<file path="src/rtl/led_pwm_driver.sv">
// LED dimmer/blinker: a prescaled 8-bit PWM frame with a shadowed config,
// plus a frame counter that drives optional blinking.
module led_pwm_driver #(
  parameter int ANCHO = 32,
  parameter int PRESC = 100
) (
  input  logic             clk,
  input  logic             rst,
  input  logic [ANCHO-1:0] Entrada,
  input  logic             WE,
  input  logic [15:0]      led_in,
  output logic [ANCHO-1:0] Salida,
  output logic [15:0]      led_pad
);

  localparam logic [15:0] PMAX = 16'(PRESC - 1);
  localparam logic [ANCHO-1:0] CFG_RST = ANCHO'(8'hFF);

  logic [ANCHO-1:0] cfg_q, cfg_d;
  logic [15:0]      pcnt_q, pcnt_d;
  logic [7:0]       pwm_q, pwm_d;
  logic [7:0]       duty_q, duty_d;
  logic             ben_q, ben_d;
  logic [3:0]       sel_q, sel_d;
  logic [15:0]      fcnt_q, fcnt_d;
  logic [15:0]      pad_q, pad_d;

  logic tick;
  logic frame_end;
  logic pwm_on;
  logic blank;

  always_comb begin
    tick      = (pcnt_q == PMAX);
    frame_end = tick && (pwm_q == 8'hFF);

    cfg_d = cfg_q;
    if (WE) cfg_d = {{(ANCHO-13){1'b0}}, Entrada[12:0]};

    pcnt_d = tick ? 16'd0 : pcnt_q + 16'd1;
    pwm_d  = tick ? pwm_q + 8'd1 : pwm_q;

    // Shadows sample the pre-write cfg so a frame never sees a torn config
    duty_d = duty_q;
    ben_d  = ben_q;
    sel_d  = sel_q;
    if (frame_end) begin
      duty_d = cfg_q[7:0];
      ben_d  = cfg_q[8];
      sel_d  = cfg_q[12:9];
    end

    fcnt_d = fcnt_q;
    if (WE)             fcnt_d = 16'd0;
    else if (frame_end) fcnt_d = fcnt_q + 16'd1;

    if (duty_q == 8'hFF)      pwm_on = 1'b1;
    else if (duty_q == 8'h00) pwm_on = 1'b0;
    else                      pwm_on = (pwm_q < duty_q);

    blank = ben_q & fcnt_q[sel_q];
    pad_d = led_in & {16{pwm_on & ~blank}};
  end

  always_ff @(posedge clk or posedge rst) begin
    if (rst) begin
      cfg_q  <= CFG_RST;
      pcnt_q <= 16'd0;
      pwm_q  <= 8'd0;
      duty_q <= 8'hFF;
      ben_q  <= 1'b0;
      sel_q  <= 4'd0;
      fcnt_q <= 16'd0;
      pad_q  <= 16'd0;
    end else begin
      cfg_q  <= cfg_d;
      pcnt_q <= pcnt_d;
      pwm_q  <= pwm_d;
      duty_q <= duty_d;
      ben_q  <= ben_d;
      sel_q  <= sel_d;
      fcnt_q <= fcnt_d;
      pad_q  <= pad_d;
    end
  end

  assign Salida  = cfg_q;
  assign led_pad = pad_q;

endmodule

</file>
<file path="config.mk">
export PLATFORM = sky130hd
export DESIGN_NAME = led_pwm_driver
export DESIGN_NICKNAME = d
export VERILOG_FILES = /design/src/rtl/led_pwm_driver.sv
export SDC_FILE = /design/constraint.sdc
export NUM_CORES = 1
export LEC_CHECK = 0
export ABC_AREA = 1
export CAP_MARGIN = 5
export CORE_MARGIN = 1
export CORE_UTILIZATION = 55
export CTS_BUF_LIST = sky130_fd_sc_hd__clkbuf_2 sky130_fd_sc_hd__clkbuf_4 sky130_fd_sc_hd__clkbuf_8
export DETAILED_ROUTE_END_ITERATION = 10
export PLACE_DENSITY = 0.89
export RECOVER_POWER = 100
export SLEW_MARGIN = 5
export SYNTH_ARGS = -nofsm -noshare
export SYNTH_HDL_FRONTEND = slang
export SYNTH_SLANG_ARGS = --single-unit
export TNS_END_PERCENT = 10
</file>
<file path="constraint.sdc">
create_clock -name clk -period 6.85 [get_ports clk]
set_clock_uncertainty 0.15 [all_clocks]
set_input_delay 1.37 -clock clk [delete_from_list [all_inputs] [get_ports clk]]
set_output_delay 1.37 -clock clk [all_outputs]
set_load 0.02 [all_outputs]
</file>
==> results by group <==
Status
  • Status: finished, violations left
  • Violated checks: capacitance limit, slew limit

Die
  • Initial Utilization: 57.6%
  • DIE WIDTH: between 80 and 90 um
  • Row count: 31
  • Die H: 89.6 um
  • Number of I/O pins: 99
  • Die area: 0.00803 sq mm
  • Placeable Area: 0.00733 sq mm

Timing
  • Setup ws final: between 2 and 2.5 ns
  • Crit share post-route: between 60% and 70%
  • Hold Vio Cnt, Final: 0
  • Setup total negative slack: 0 ns
  • Worst-margin pin slew: 2.52 ns
  • Slew Limit Fails: 44
  • Fin crit period: 4.60 ns
  • Slew Limit Headroom: -68.9%
  • Worst hold margin: around 0.32 ns
  • Timing-limited maximum frequency: 0.217 GHz
  • Unrepaired setup endpoints after global routing: false
  • Final Setup Violations: 0

Yosys
  • Flops & latches, synth: 82
  • Syn Std Cell Area: between 0.004 and 0.005 sq mm
  • Area contributors post-synth: dfrtp_1, nand2_1, dfstp_2, inv_1, nand3_1
  • Mapped Cells: 525
  • Post-synthesis sequential area ratio: approximately 49%
  • Synth warnings: 0
  • Syn Area/Cell: 8.04 sq um
  • Ys flop type: dfrtp_1
  • Number of synthesized flops with an enable pin: 0
  • Yosys top cell by area: dfrtp_1
  • Async set-reset flop share out of synthesis: between 90% and 100%
  • Yosys top cell area share: 39.1%
  • Post-synthesis cell type count: 30

Pwr
  • Leakage: 2.60 nW
  • Power Density: 196 mW/mm^2
  • Peak supply drop: 0.173 mV

CTS
  • Inserted Clock Buffers: 9
  • CTS Sinks: 82
  • CTS root buf: clkbuf_8
  • H-tree level count: 3
  • Post-CTS sizing: 0
  • Bufs on Longest Clock Path: 2
  • CTS tree: yes
  • Postcts setup bufs: 0
  • Clock latency on the worst-skew pair: 0.36 ns
  • Clk slew on worst S/H paths: 0.09 ns
  • Cts hold-fix bufs: 0

Route
  • Via density per instance: about 5.2
  • Wire per inst: 13.2 um
  • M1 WL: 4040 um
  • Met3 wire length: approximately 630 um
  • Antenna-violating nets left: 0
  • Residual DRC: 0
  • WL final: 9060 um
  • Metal2 WL: 4260 um
  • Via count: 3557
  • DR top layer: met4
  • Iter 0 DRT Violations: 256
  • First-pass DRT Iterations: 5

Worst hold path
  • Class of the worst hold path: reg2reg
  • Worst Hold Launch: pcnt_q[0]

GRT
  • First-pass GRT wire length: 15000 um
  • Vias in the first global route: 3312
  • Global route overflow: 0
  • Initial antenna violation count: 0
  • Total track usage: 24.6%
  • Pin count of the biggest net entering global routing: 74

Layout
  • Share of layout cells above drive strength 1: 6.47%
  • Antenna Cells: 0
  • Final nets: 643
  • Area delta synth->final: 18.7%
  • Fin cells: between 600 and 700

Critical path
  • R2R Path Start: pcnt_q[0]
  • Crit path max fanout: 43
  • Kind of critical path: reg2reg
  • Critical Path Source: pcnt_q[0]
  • Arrival @ worst endpoint: 4.71 ns
  • CP endpoint kind: flop
  • CP Launch Type: flop
  • CP required: 6.96 ns

Place
  • Placed cells: 670
  • HPWL Detailed: slightly above 6000 um
  • I/O Buffers: 60
  • Worst Setup Slack post-DPL: 2.65 ns
  • Final GP Congestion: 0.828

Flow run
  • Maxcap violations: 1
[flip-flops by register name, indices dropped and copies added (netlist names)]
| signal | count |
|---|---|
| pwm_q | 8 |
| ben_q | 1 |
| pcnt_q | 16 |
| Salida | 13 |
| sel_q | 4 |
| led_pad | 16 |
| fcnt_q | 16 |
| duty_q | 8 |
[routing by layer]
layer  vias to the layer above  GRT usage [%]
li1                       1733              -
met1                      1666           33.0
met2                       144           39.6
met3                        14           5.85
met4                         0           8.37
met5                         -              0
[worst paths after layout]
path / to / slack (ns) / depth (start not counted)
setup / recovery: ben_q / 2.25 / 7
hold / removal: pcnt_q[0] / 0.32 / 1
setup reg to reg: ben_q / 2.25 / 7
hold reg to reg: pcnt_q[0] / 0.32 / 1
max in group asynchronous: fcnt_q[5] / 4.05 / 3
min in group asynchronous: led_pad[14] / 1.29 / 2
[synth_stat cells (6+ instances only)]
| cell | instances |
|---|---|
| nand4_1 | 24 |
| dfstp_2 | 16 |
| dfrtp_1 | 66 |
| nor2_1 | 43 |
| clkbuf_1 | 6 |
| a21oi_1 | 7 |
| nand3_1 | 47 |
| ha_1 | 10 |
| buf_4 | 23 |
| inv_1 | 76 |
| xor2_1 | 11 |
| nor3_1 | 10 |
| o21ai_0 | 24 |
| nand2_1 | 137 |
[per-stage QoR]
step / total power [mW] / util (%) / cell area, sq um
2_1_floorplan: 0.553 / - / 4290
3_3_place_gp: 0.583 / 65.5 / 4800
3_5_place_dp: 0.585 / 65.5 / 4800
4_1_cts: 0.988 / 68.6 / 5030
5_1_grt: 1.01 / 68.3 / 5010
6_report: 0.982 / 68.3 / 5010
[cell type report]
cell class / count / area [sq um]
clock inverters: 6 / 96.3
clock buffers: 10 / 138
inverters: 80 / 302
well taps: 99 / 124
multi-input cells: 348 / 1670
flip-flops and latches: 82 / 2070
fillers: 582 / 2320
repair buffers: 61 / 608
[critical path, cell delays in order (launching register included)]
cell,delay [ns]
dfrtp_1,0.38
ha_1,0.22
nand3_1,0.12
nor2_2,0.09
nand2_1,0.27
nor2_1,1.96
inv_1,0.90
o21ai_0,0.41
[power by group]
group / switching (mW) / internal [mW]
sequential: 0.00613 / 0.494
clock: 0.190 / 0.220
combinational: 0.0436 / 0.0282
total: 0.240 / 0.742
[cell usage in the layout, fill, tap and decap left out, drive strengths merged]
cell and n:
nand3b 1, clkinvlp 2, clkinv 2, xor2 11
o21bai 1, nor2 45, o31ai 3, nand2 139
ha 10, clkbuf 10, dfstp 16, dfrtp 66
nand3 47, o211ai 1, dlygate4sd3 31, xnor2 3
inv 80, clkdlybuf4s50 29, o21ai 24, bufinv 2
conb 19, nor4 2, buf 1, or2 1
nand4 24, nor3 10, a21oi 7
[logic make-up after synthesis]
group,Yosys count,share of synthesized area (%)
simple gates,269,28.0
buf+inv,113,12.4
flops,82,49.1
compound gates,36,4.57
xor+xnor,14,2.91
fa+ha+maj,10,2.97
other cells,1,0.0889
Power figures use the tool's default switching activity.
